**src/rtl/rst_seq_ctrl.sv**
```systemverilog
// Reset sequencer: waits for a stable synchronized PLL lock, then releases
// NUM_RST active-low domain resets in index order; re-sequences on lock loss or software request.
module rst_seq_ctrl #(
   parameter int NUM_RST      = 4,
   parameter int HOLD_CYC     = 16,
   parameter int LOCK_STABLE  = 8,
   parameter int LOCK_TIMEOUT = 1024,
   parameter int STAGE_GAP    = 4,
   parameter int SW_PULSE     = 8,
   parameter int CNT_W        = 16
) (
   input  logic               sys_clk,
   input  logic               rst_temp,
   input  logic               pll_lock,
   input  logic               sw_rst_req,
   output logic [NUM_RST-1:0] rst_n_out,
   output logic               seq_done,
   output logic               timeout_err,
   output logic [2:0]         dbg_state
);

   localparam int IDX_W = $clog2(NUM_RST + 1);

   typedef enum logic [2:0] {
      S_HOLD      = 3'd0,
      S_WAIT_LOCK = 3'd1,
      S_RELEASE   = 3'd2,
      S_DONE      = 3'd3,
      S_SWRST     = 3'd4
   } state_t;

   state_t             state_q, state_d;
   logic [CNT_W-1:0]   cnt_q, cnt_d;
   logic [CNT_W-1:0]   stab_q, stab_d;
   logic [IDX_W-1:0]   idx_q, idx_d;
   logic [NUM_RST-1:0] rst_n_q, rst_n_d;
   logic               done_q, done_d;
   logic               err_q, err_d;
   logic               lock_meta_q, lock_meta_d;
   logic               lock_s_q, lock_s_d;
   logic               sw_prev_q, sw_prev_d;
   logic               sw_rise;

   always_comb begin
      lock_meta_d = pll_lock;
      lock_s_d    = lock_meta_q;
      sw_prev_d   = sw_rst_req;
      sw_rise     = sw_rst_req & ~sw_prev_q;
      state_d     = state_q;
      cnt_d       = cnt_q;
      stab_d      = stab_q;
      idx_d       = idx_q;
      rst_n_d     = rst_n_q;
      done_d      = done_q;
      err_d       = err_q;
      case (state_q)
         S_HOLD: begin
            rst_n_d = '0;
            done_d  = 1'b0;
            if (cnt_q == CNT_W'(HOLD_CYC - 1)) begin
               state_d = S_WAIT_LOCK;
               cnt_d   = '0;
               stab_d  = '0;
            end else begin
               cnt_d = cnt_q + CNT_W'(1);
            end
         end
         S_WAIT_LOCK: begin
            if (sw_rise) begin
               state_d = S_SWRST;
               cnt_d   = '0;
            end else if (lock_s_q && stab_q == CNT_W'(LOCK_STABLE - 1)) begin
               state_d = S_RELEASE;
               cnt_d   = '0;
               idx_d   = '0;
            end else if (cnt_q == CNT_W'(LOCK_TIMEOUT - 1)) begin
               state_d = S_HOLD;
               cnt_d   = '0;
               err_d   = 1'b1;
            end else begin
               cnt_d  = cnt_q + CNT_W'(1);
               stab_d = lock_s_q ? stab_q + CNT_W'(1) : '0;
            end
         end
         S_RELEASE: begin
            // Lock loss takes priority over a coincident software request.
            if (!lock_s_q) begin
               state_d = S_HOLD;
               cnt_d   = '0;
               rst_n_d = '0;
               done_d  = 1'b0;
            end else if (sw_rise) begin
               state_d = S_SWRST;
               cnt_d   = '0;
               rst_n_d = '0;
               done_d  = 1'b0;
            end else if (idx_q == IDX_W'(NUM_RST)) begin
               state_d = S_DONE;
               done_d  = 1'b1;
            end else if (cnt_q == CNT_W'(STAGE_GAP - 1)) begin
               for (int i = 0; i < NUM_RST; i++) begin
                  if (idx_q == IDX_W'(i)) rst_n_d[i] = 1'b1;
               end
               cnt_d = '0;
               idx_d = idx_q + IDX_W'(1);
            end else begin
               cnt_d = cnt_q + CNT_W'(1);
            end
         end
         S_DONE: begin
            if (!lock_s_q) begin
               state_d = S_HOLD;
               cnt_d   = '0;
               rst_n_d = '0;
               done_d  = 1'b0;
            end else if (sw_rise) begin
               state_d = S_SWRST;
               cnt_d   = '0;
               rst_n_d = '0;
               done_d  = 1'b0;
            end
         end
         S_SWRST: begin
            rst_n_d = '0;
            done_d  = 1'b0;
            if (cnt_q == CNT_W'(SW_PULSE - 1)) begin
               state_d = S_HOLD;
               cnt_d   = '0;
            end else begin
               cnt_d = cnt_q + CNT_W'(1);
            end
         end
         default: begin
            state_d = S_HOLD;
            cnt_d   = '0;
            rst_n_d = '0;
            done_d  = 1'b0;
         end
      endcase
   end

   always_ff @(posedge sys_clk or negedge rst_temp) begin
      if (!rst_temp) begin
         state_q     <= S_HOLD;
         cnt_q       <= '0;
         stab_q      <= '0;
         idx_q       <= '0;
         rst_n_q     <= '0;
         done_q      <= 1'b0;
         err_q       <= 1'b0;
         lock_meta_q <= 1'b0;
         lock_s_q    <= 1'b0;
         sw_prev_q   <= 1'b0;
      end else begin
         state_q     <= state_d;
         cnt_q       <= cnt_d;
         stab_q      <= stab_d;
         idx_q       <= idx_d;
         rst_n_q     <= rst_n_d;
         done_q      <= done_d;
         err_q       <= err_d;
         lock_meta_q <= lock_meta_d;
         lock_s_q    <= lock_s_d;
         sw_prev_q   <= sw_prev_d;
      end
   end

   assign rst_n_out   = rst_n_q;
   assign seq_done    = done_q;
   assign timeout_err = err_q;
   assign dbg_state   = state_q;

endmodule

```
**config.mk**
```make
export PLATFORM = sky130hd
export DESIGN_NAME = rst_seq_ctrl
export DESIGN_NICKNAME = d
export VERILOG_FILES = /design/src/rtl/rst_seq_ctrl.sv
export SDC_FILE = /design/constraint.sdc
export NUM_CORES = 1
export LEC_CHECK = 0
export ABC_AREA = 0
export BUFFER_PORTS_ARGS = -buffer_cell sky130_fd_sc_hd__buf_2
export CORE_MARGIN = 4
export CORE_UTILIZATION = 55
export DETAILED_ROUTE_END_ITERATION = 8
export PLACE_DENSITY = 0.76
export SLEW_MARGIN = 20
export SYNTH_ARGS = -nofsm -noshare
export SYNTH_HDL_FRONTEND = slang
export SYNTH_SLANG_ARGS = --single-unit
```
**constraint.sdc**
```tcl
create_clock -name sys_clk -period 2.2 [get_ports sys_clk]
set_input_delay 0.22 -clock sys_clk [delete_from_list [all_inputs] [get_ports sys_clk]]
set_output_delay 0.22 -clock sys_clk [all_outputs]
set_load 0.005 [all_outputs]
```
==> impl_results.md <==
- Nets: 343
- Multi-input logic area: 0.001468 mm2
- Worst-Skew Late Latency: 310 ps
- Final ANT Viol Nets: 0
- Peak VDD IR: 436.3 uV
- Crit start category: flop
- Max-cap violations: 0
- Crit path launch: cnt_q[8]$_DFFE_PN0P_
- DRT Pass-1 Iters: 5
- P&R area growth vs syn: 19.12%
- Failing checks: negative hold slack
- GPL Wtd Cong: 0.8506
- Layout cell share with drive strength beyond 1: 0.2372
- CTS root buf: clkbuf_8
- Status: complete, but fails checks
- Avg Cell Area, Syn: 9.373 um2
- # diodes: 0
- Final WL: 6457 um
- First-pass GRT wire length: 10760 um
- Worst-margin pin slew: 602.1 ps
- Dpl hpwl: 4372 um
- Tot GR Track Use: 0.2193
- Starting density of the core: 0.5697
- Initial antenna violation count: 0
- Reg-to-reg critical path startpoint: cnt_q[8]$_DFFE_PN0P_
- Die W: 78.18 um
- Average via count per standard cell: 6.168
- GRT Residual Overflow: 0
- Final std cells w/o fill: 400
- Critical Path RT: 2440 ps
- Cell row count: 25
- DR iter-0 viols: 228
- Largest cells by area after synthesis: dfrtp_1 43%, o31ai_1 4.4%, nor2_1 4.3%
- Most frequent cell after synthesis: dfrtp_1
- Commonest cells post-synth: 47 x dfrtp_1, 31 x nor2_1, 22 x nand2_1
- Synth Net Count: 300
- R2R Setup Slk: 40 ps
- CP Buf/Inv Count: 1
- CP delay by family, top: simple AND/OR/NAND/NOR gates
- CP max stage delay: 440 ps
- Dpl cells: 385
- Worst-path cell chain: nor4_1 > a41oi_1 > buf_4 > nand3b_1 > or4_1 > a21oi_1
- TritonCTS clock tree: done
- Register area: 0.001176 mm2
- Worst reg2reg path depth: 6
- Final Slew Violations: 0
- Crit path max fanout: 15
- Layout Utilization: 0.6787
- Finish-stage setup viols: 0
- Drt drc: 0
- Largest net degree at the start of global routing: 48
- Die area: 0.006112 mm2
- Synth Flop Type: dfrtp_1
- TritonCTS Buffers: 5
- Part of the cycle the worst path needs: 0.9816
- Asr flop ratio synth: 1.000
- Die height: 78.18 um
- CTS Buffer Depth: 2
- Pwr Density: 841.8 mW/mm2
- Area share of the largest cell type after synthesis: 0.4342
- Peak Freq: 463.1 MHz
- Htree depth: 2
- Fin crit period: 2160 ps
- Clock sinks: 47
- Post-Syn Instances: 289
- IO buf count: 12
- Worst EP arrival: 2400 ps
- Worst hold slack: -14.97 ps
- FILL cells: 376
- Clk pin slew, worst setup/hold paths: 90 ps
- YS warnings: 0
- Critical path type: reg2reg
- Routed vias: 2467
- Seq/Total Area, Yosys: 0.4342
- Number of global-route vias before repair: 2323
- EDFF count, synth: 0
- RR Endpoint: stab_q[12]$_DFFE_PN0P_
- Slowest cell on crit path: dfrtp_1
- Worst setup path endpoint: stab_q[12]$_DFFE_PN0P_
- Final hold vios: 13
- Post-Syn Area: 0.002709 mm2
- Core footprint: 0.004755 mm2
- Seq cells post-synth: 47
- Max-Slew Margin vs Limit: 0.5986
- Max Clock Skew: 7.863 ps
- Ports: 13
- Drt wl/cell: 16.14 um
- Synth unique cells: 50
- Critical path depth: 6
- Tightest Hold Check Type: in2async
- Total negative slack: 0 ps
- Setup crit end kind: flop
- Yosys top cell by area: dfrtp_1
- Pleak: 1.360 nW
## state kept, by name, summed over array words and instances, names as in the netlist
name	flops
sw_prev_q	1
timeout_err	1
seq_done	1
lock_meta_q	1
idx_q	3
stab_q	16
rst_n_out	4
lock_s_q	1
dbg_state	3
cnt_q	16
## logic make-up after synthesis
| group | share of synthesized area |
|---|---|
| AND/OR/NAND/NOR | 0.2822 |
| AO/OA/AOI/OAI | 0.1649 |
| flip-flops | 0.4342 |
| buffers and inverters | 0.04111 |
| XOR/XNOR | 0.04527 |
| adder cells (fa/ha/maj) | 0.03233 |
## what timing repair did
item | 4_1_cts | 5_1_grt
hold buffers | 1 | 0
buffers inserted | 0 | 4
setup endpoints to repair | 0 | 28
hold endpoints to repair | 1 | 0
resized for setup | 0 | 10
## cells in the final DEF (no fill, tap or decap), drive strengths merged, types with 7 or more instances in the layout
| cell type | n |
|---|---|
| buf | 48 |
| dfrtp | 47 |
| nor2 | 31 |
| nand2 | 22 |
| nand3 | 16 |
| o31ai | 16 |
| a21oi | 16 |
| o21ai | 16 |
| or4 | 12 |
| xnor2 | 11 |
| nor4 | 10 |
| nor3 | 9 |
| nand4 | 7 |
| ha | 7 |
## how the worst min path moves through the flow
stage | from | end | slack [ps] | cells after the start
2_1_floorplan | rst_temp | cnt_q[0]$_DFFE_PN0P_ | -80 | 0
3_3_place_gp | pll_lock | lock_meta_q$_DFF_PN0_ | 330 | 1
3_5_place_dp | pll_lock | lock_meta_q$_DFF_PN0_ | 330 | 1
4_1_cts | rst_temp | cnt_q[0]$_DFFE_PN0P_ | 8 | 2
5_1_grt | sw_rst_req | sw_prev_q$_DFF_PN0_ | 20 | 1
6_report | rst_temp | cnt_q[7]$_DFFE_PN0P_ | -10 | 2
## per-layer routing
metal  track usage  vias to the layer above  share of wire
met2        0.3553                       90           0.49
met4       0.08392                        0          0.016
met1        0.2914                     1197           0.45
met3       0.04243                       12          0.049
met5             0                        -              0
li1              -                     1168              -
## stage by stage
stage	area [um2]	power (mW)	worst slack [ps]	hold slack [ps]
3_3_place_gp	3000	1.960	40.18	329.3
5_1_grt	3227	2.874	-6.928	23.34
3_5_place_dp	3000	1.984	23.95	329.7
4_1_cts	3127	2.654	17.97	8.317
2_1_floorplan	2709	1.647	86.06	-75.59
6_report	3227	2.716	40.49	-14.97
## where the power goes
part	internal (mW)	leakage, nW	switching (mW)
registers	0.962	0.640	0.0999
logic	0.427	0.662	0.572
clock network	0.344	0.0587	0.310
total	1.73	1.36	0.982
## final cells by class
| class | count | area share |
|---|---|---|
| multi-input combinational | 223 | 0.4548 |
| sequential | 47 | 0.3645 |
| timing repair buffer | 50 | 0.1128 |
| tap | 67 | 0.02598 |
| clock buffer | 5 | 0.02133 |
| clock inverter | 3 | 0.01473 |
| inverter | 5 | 0.005816 |
(Power assumes the default switching activity.)
